File: src/rtl/fetch_pkg.sv
// Shared definitions for the instruction fetch stage: state encoding and
// default geometry / reset address.
package fetch_pkg;

  typedef enum logic [1:0] {
    IDLE  = 2'd0,
    FETCH = 2'd1,
    HOLD  = 2'd2,
    DRAIN = 2'd3
  } fetch_state_e;

  localparam int PC_W_DEFAULT     = 8;
  localparam int INSTR_W_DEFAULT  = 16;
  localparam int RESET_PC_DEFAULT = 0;

endpackage

File: src/rtl/fetch_unit_if.sv
// Instruction-memory read port and decode-side instruction port of the fetch stage.
interface fetch_unit_if #(
  parameter int PC_W    = 8,
  parameter int INSTR_W = 16
);

  logic               imem_req;
  logic [PC_W-1:0]    imem_addr;
  logic               imem_ack;
  logic [INSTR_W-1:0] imem_rdata;

  logic               instr_valid;
  logic [INSTR_W-1:0] instr_out;
  logic [PC_W-1:0]    instr_pc;
  logic               instr_ready;

  modport master (
    output imem_req, imem_addr,
    input  imem_ack, imem_rdata,
    output instr_valid, instr_out, instr_pc,
    input  instr_ready
  );

  modport slave (
    input  imem_req, imem_addr,
    output imem_ack, imem_rdata,
    input  instr_valid, instr_out, instr_pc,
    output instr_ready
  );

endinterface

File: src/rtl/fetch_unit.sv
// Instruction fetch stage: owns the PC, reads instruction memory over req/ack
// and hands instructions to decode over valid/ready, with branch redirect.
//
//   state | meaning
//   IDLE  | one cycle after reset, no request outstanding
//   FETCH | request at pc outstanding
//   HOLD  | instruction registered, waiting for decode
//   DRAIN | wrong-path request still outstanding; pc holds the redirect target
import fetch_pkg::*;

module fetch_unit #(
  parameter int              PC_W     = PC_W_DEFAULT,
  parameter int              INSTR_W  = INSTR_W_DEFAULT,
  parameter logic [PC_W-1:0] RESET_PC = PC_W'(RESET_PC_DEFAULT)
) (
  input  logic            clk,
  input  logic            rst_n,
  input  logic            ex_valid,
  input  logic            change_pc,
  input  logic [PC_W-1:0] branch_target,
  fetch_unit_if.master    bus
);

  fetch_state_e       state_q;
  fetch_state_e       state_d;
  logic [PC_W-1:0]    pc_q;
  logic [PC_W-1:0]    req_addr_q;
  logic [INSTR_W-1:0] instr_out_q;
  logic [PC_W-1:0]    instr_pc_q;
  logic               instr_valid_q;
  logic               redirect;

  assign redirect = ex_valid & change_pc;

  always_ff @(posedge clk) begin
    if (!rst_n) state_q <= IDLE;
    else        state_q <= state_d;
  end

  always_comb begin
    state_d = state_q;
    case (state_q)
      IDLE:  state_d = FETCH;
      FETCH: begin
        if (bus.imem_ack && !redirect) state_d = HOLD;
        else if (!bus.imem_ack && redirect) state_d = DRAIN;
      end
      DRAIN: if (bus.imem_ack) state_d = FETCH;
      HOLD:  if (bus.instr_ready || redirect) state_d = FETCH;
      default: state_d = IDLE;
    endcase
  end

  always_comb begin
    bus.imem_req    = (state_q == FETCH) || (state_q == DRAIN);
    bus.imem_addr   = (state_q == DRAIN) ? req_addr_q : pc_q;
    bus.instr_valid = instr_valid_q;
    bus.instr_out   = instr_out_q;
    bus.instr_pc    = instr_pc_q;
  end

  // In DRAIN pc already holds the redirect target; req_addr_q keeps the
  // address of the request that memory has not yet acknowledged.
  always_ff @(posedge clk) begin
    if (!rst_n) begin
      pc_q          <= RESET_PC;
      req_addr_q    <= RESET_PC;
      instr_out_q   <= '0;
      instr_pc_q    <= '0;
      instr_valid_q <= 1'b0;
    end else begin
      case (state_q)
        IDLE: if (redirect) pc_q <= branch_target;
        FETCH: begin
          req_addr_q <= pc_q;
          if (redirect) begin
            pc_q <= branch_target;
          end else if (bus.imem_ack) begin
            pc_q          <= pc_q + PC_W'(1);
            instr_out_q   <= bus.imem_rdata;
            instr_pc_q    <= pc_q;
            instr_valid_q <= 1'b1;
          end
        end
        DRAIN: if (redirect) pc_q <= branch_target;
        HOLD: begin
          if (redirect) pc_q <= branch_target;
          if (bus.instr_ready || redirect) instr_valid_q <= 1'b0;
        end
        default: ;
      endcase
    end
  end

endmodule
File: src/flat_wrapper.sv
// flat-port wrapper written by rule: the top's interface ports become plain ports
module fetch_unit_flat 
#(
  parameter int              PC_W     = PC_W_DEFAULT,
  parameter int              INSTR_W  = INSTR_W_DEFAULT,
  parameter logic [PC_W-1:0] RESET_PC = PC_W'(RESET_PC_DEFAULT)
)
  (clk, rst_n, ex_valid, change_pc, branch_target, bus_imem_req, bus_imem_addr, bus_imem_ack, bus_imem_rdata, bus_instr_valid, bus_instr_out, bus_instr_pc, bus_instr_ready);
  fetch_unit_if #(.PC_W(PC_W), .INSTR_W(INSTR_W)) bus_i ();
  input  logic clk;
  input  logic rst_n;
  input  logic ex_valid;
  input  logic change_pc;
  input  logic [PC_W-1:0] branch_target;
  output wire logic [$bits(bus_i.imem_req)-1:0] bus_imem_req;
  output wire logic [$bits(bus_i.imem_addr)-1:0] bus_imem_addr;
  input wire logic [$bits(bus_i.imem_ack)-1:0] bus_imem_ack;
  input wire logic [$bits(bus_i.imem_rdata)-1:0] bus_imem_rdata;
  output wire logic [$bits(bus_i.instr_valid)-1:0] bus_instr_valid;
  output wire logic [$bits(bus_i.instr_out)-1:0] bus_instr_out;
  output wire logic [$bits(bus_i.instr_pc)-1:0] bus_instr_pc;
  input wire logic [$bits(bus_i.instr_ready)-1:0] bus_instr_ready;
  assign bus_imem_req = bus_i.imem_req;
  assign bus_imem_addr = bus_i.imem_addr;
  assign bus_i.imem_ack = bus_imem_ack;
  assign bus_i.imem_rdata = bus_imem_rdata;
  assign bus_instr_valid = bus_i.instr_valid;
  assign bus_instr_out = bus_i.instr_out;
  assign bus_instr_pc = bus_i.instr_pc;
  assign bus_i.instr_ready = bus_instr_ready;
  fetch_unit #(.PC_W(PC_W), .INSTR_W(INSTR_W), .RESET_PC(RESET_PC)) u_core (.clk(clk), .rst_n(rst_n), .ex_valid(ex_valid), .change_pc(change_pc), .branch_target(branch_target), .bus(bus_i));
endmodule
File: config.mk
export PLATFORM = sky130hd
export DESIGN_NAME = fetch_unit_flat
export DESIGN_NICKNAME = d
export VERILOG_FILES = /design/src/rtl/fetch_pkg.sv /design/src/rtl/fetch_unit_if.sv /design/src/rtl/fetch_unit.sv /design/src/flat_wrapper.sv
export SDC_FILE = /design/constraint.sdc
export NUM_CORES = 1
export LEC_CHECK = 0
export ABC_AREA = 1
export ABC_CLOCK_PERIOD_IN_PS = 1900
export CORE_ASPECT_RATIO = 0.75
export CORE_UTILIZATION = 48
export DETAILED_ROUTE_END_ITERATION = 16
export PLACE_DENSITY = 0.9
export SYNTH_ARGS = -nofsm -noshare
export SYNTH_HDL_FRONTEND = slang
export SYNTH_SLANG_ARGS = --single-unit
File: constraint.sdc
create_clock -name clk -period 1.9 [get_ports clk]
set_input_delay 0.57 -clock clk [delete_from_list [all_inputs] [get_ports clk]]
set_output_delay 0.57 -clock clk [all_outputs]
set_load 0.02 [all_outputs]
==> metrics.cfg <==
[global_route]
track_usage_pct = 24.8
antenna_found_initial = 0
grt_max_degree = 38
grt_pass1_vias = 1853
grt_pass1_wl_um = 8030
grt_overflow = 0

[sta]
worst_pin_slew_ps = 397
rsz0062_at_grt = no
slew_headroom_pct = 73.4
fmax_mhz = 537
setup_viol = 0
finalCritPeriodShare_pct = 98.0
finClkSkew_ps = 2.97
slew_viol_final = 0
finalHoldViolCount = 0
fin_crit_ps = 1860

[logic_synthesis]
yosysSeqAreaShare_pct = 46.1
netlist_area_mm2 = 0.00187
syn-num-nets = 288
synth-seq-cells = 43
synth_cell_types = 24
syn_avg_cell_area_um2 = 7.27
syn_inst = 257
ys_warn_count = 0

[routing]
wl_um = 4700
vias = 1917
wire_per_inst_um = 12.2
via_per_inst = 4.97
drtIter0Drc = 95
drt-pass1-iter-count = 4
route.detailed.drc = 0
antenna_left = 0

[critical_path]
start_kind = flop
worst_ep_arrival_time_ps = 1290
required_ps = 1330
cp-endpoint = bus_imem_addr[6]
r2r-start = u_core.state_q[0]
setup.worst_path.start = u_core.state_q[0]
worstSetupPathType = reg2out
r2r_end = u_core.pc_q[0]
crit_path_end_kind = primary output
reg2reg_slack_ps = 500
critPathMaxFanout = 17
reg2reg_depth = 9

[die]
core_mm2 = 0.00368
die_y_um = 56.0
die_w_um = 74.0
start_util_pct = 50.7
io_pins = 64
fp-row-count = 19
die-area_mm2 = 0.00415

[final_layout]
drive_above_1_share_pct = 13.8
nFillCells = 308
final_common_cell = nor2_1
antenna_cells = 0
area_delta_synth_final_pct = 45.9
stdcell_count = 386
fin_nets = 364
final_cell_mix = 66 x nor2_1, 54 x clkdlybuf4s50_1, 45 x o21ai_0

[power]
finalPower_mw = 2.26
power_switching_uw = 621
power_frac_comb_pct = 23.2
cellPowerDensity_mw_per_mm2 = 829
switching_share_pct = 27.5
peakVddDrop_mv = 0.573
clkPwrFrac_pct = 32.2
p_int_mw = 1.64
seq_power_share_pct = 44.6
cellLeakagePower_nw = 1.13

[clock_tree]
holdBufCountCts = 0
h-tree-depth = 2
clk_pin_slew_worst_paths_ps = 80
clock-sinks = 43
cts_tree = done
root_buffer = clkbuf_8
clk_path_buf_depth = 2
clk_latency_ps = 290
cts_made_buffers = 5

[placed_design]
place_hpwl_um = 3320
numPortBuffers = 63
dp.cells = 378
gp_congestion = 0.883

[status]
status = complete, no violations

[hold_path]
worst_hold_path_type = reg2reg
hold_start = u_core.req_addr_q[4]

[run]
cap_violations = 0

[worst min-delay path by stage]
stage	endpoint	slack (ps)	depth (start not counted)
2_1_floorplan	u_core.req_addr_q[1]	420	2
3_3_place_gp	u_core.req_addr_q[5]	430	2
3_5_place_dp	u_core.req_addr_q[1]	440	2
4_1_cts	u_core.req_addr_q[1]	450	2
5_1_grt	u_core.req_addr_q[1]	470	2
6_report	u_core.req_addr_q[4]	450	2
[synth_stat cells]
cell | n | area (um2)
nor2_1 | 66 | 248
o21ai_0 | 45 | 225
dfxtp_1 | 43 | 861
nand2_1 | 28 | 105
inv_1 | 17 | 63.8
a21oi_1 | 14 | 70.1
nand3_1 | 9 | 45.0
buf_2 | 5 | 25.0
clkbuf_1 | 5 | 18.8
nor3_1 | 4 | 20.0
inv_2 | 3 | 11.3
a211oi_1 | 2 | 15.0
a211oi_2 | 2 | 25.0
buf_6 | 2 | 22.5
nor2_4 | 2 | 22.5
o21ai_2 | 2 | 17.5
buf_1 | 1 | 3.75
buf_12 | 1 | 20.0
ha_1 | 1 | 12.5
nand2_4 | 1 | 11.3
nand4_1 | 1 | 6.26
o211ai_1 | 1 | 7.51
o21ai_1 | 1 | 5.00
o22ai_1 | 1 | 6.26
[power by group through the flow]
stage	clock (mW)	combinational [mW]	sequential [mW]
after floorplan	0	0.227	1.08
after global placement	0	0.527	1.03
after detailed placement	0	0.539	1.03
after CTS	0.736	0.533	1.01
after global routing	0.776	0.572	1.02
final	0.728	0.525	1.01
[worst max-delay path: stages (launching register included)]
cell     delay [ps]
dfxtp_1         340
nand2_1          90
buf_12          150
o21ai_0         200
buf_2           210
[per-stage QoR]
| stage | utilization [%] | setup TNS (ps) | instance area, um2 | setup WS (ps) | hold slack, ps |
|---|---|---|---|---|---|
| 3_3_place_gp | 71.9 | -76.3 | 2650 | -61.5 | 435 |
| 6_report | 74.0 | 0 | 2730 | 38.2 | 451 |
| 2_1_floorplan | - | 0 | 1870 | 118 | 425 |
| 3_5_place_dp | 71.9 | -288 | 2650 | -122 | 440 |
| 4_1_cts | 75.0 | 0 | 2760 | 7.65 | 452 |
| 5_1_grt | 74.0 | 0 | 2730 | 1.97 | 466 |
[metal layers]
| layer | vias up | routed length [um] | track usage (%) |
|---|---|---|---|
| met5 | - | 0 | 0 |
| met4 | 0 | 34 | 8.24 |
| met3 | 5 | 338 | 6.70 |
| met2 | 70 | 2120 | 40.0 |
| met1 | 853 | 2210 | 31.8 |
| li1 | 989 | - | - |
[cells by family after synthesis]
family          share of synthesized area, %
simple gates                            24.5
compound gates                          19.9
flops                                   46.1
buf+inv                                 8.84
fa+ha+maj                              0.670
[cell type report]
type | count | area, um2 | area share [%]
Clock buffer | 6 | 82.6 | 3.03
Inverter | 20 | 75.1 | 2.75
Timing Repair Buffer | 83 | 764 | 28.1
Multi-Input combinational cell | 180 | 842 | 30.9
Clock inverter | 2 | 35.0 | 1.29
Sequential cell | 43 | 861 | 31.6
Tap cell | 52 | 65.1 | 2.39
[flip-flops by register name (all words and copies together), names as in the netlist]
| name | cells |
|---|---|
| u_core.bus.instr_out | 16 |
| u_core.bus.instr_pc | 8 |
| u_core.pc_q | 8 |
| u_core.req_addr_q | 8 |
| u_core.state_q | 2 |
| u_core.bus.instr_valid | 1 |
[repair_timing]
action	in CTS	in global routing
setup buffers	0	0
gates resized for setup	35	6
setup endpoints to repair	9	6
(Power assumes the default switching activity.)
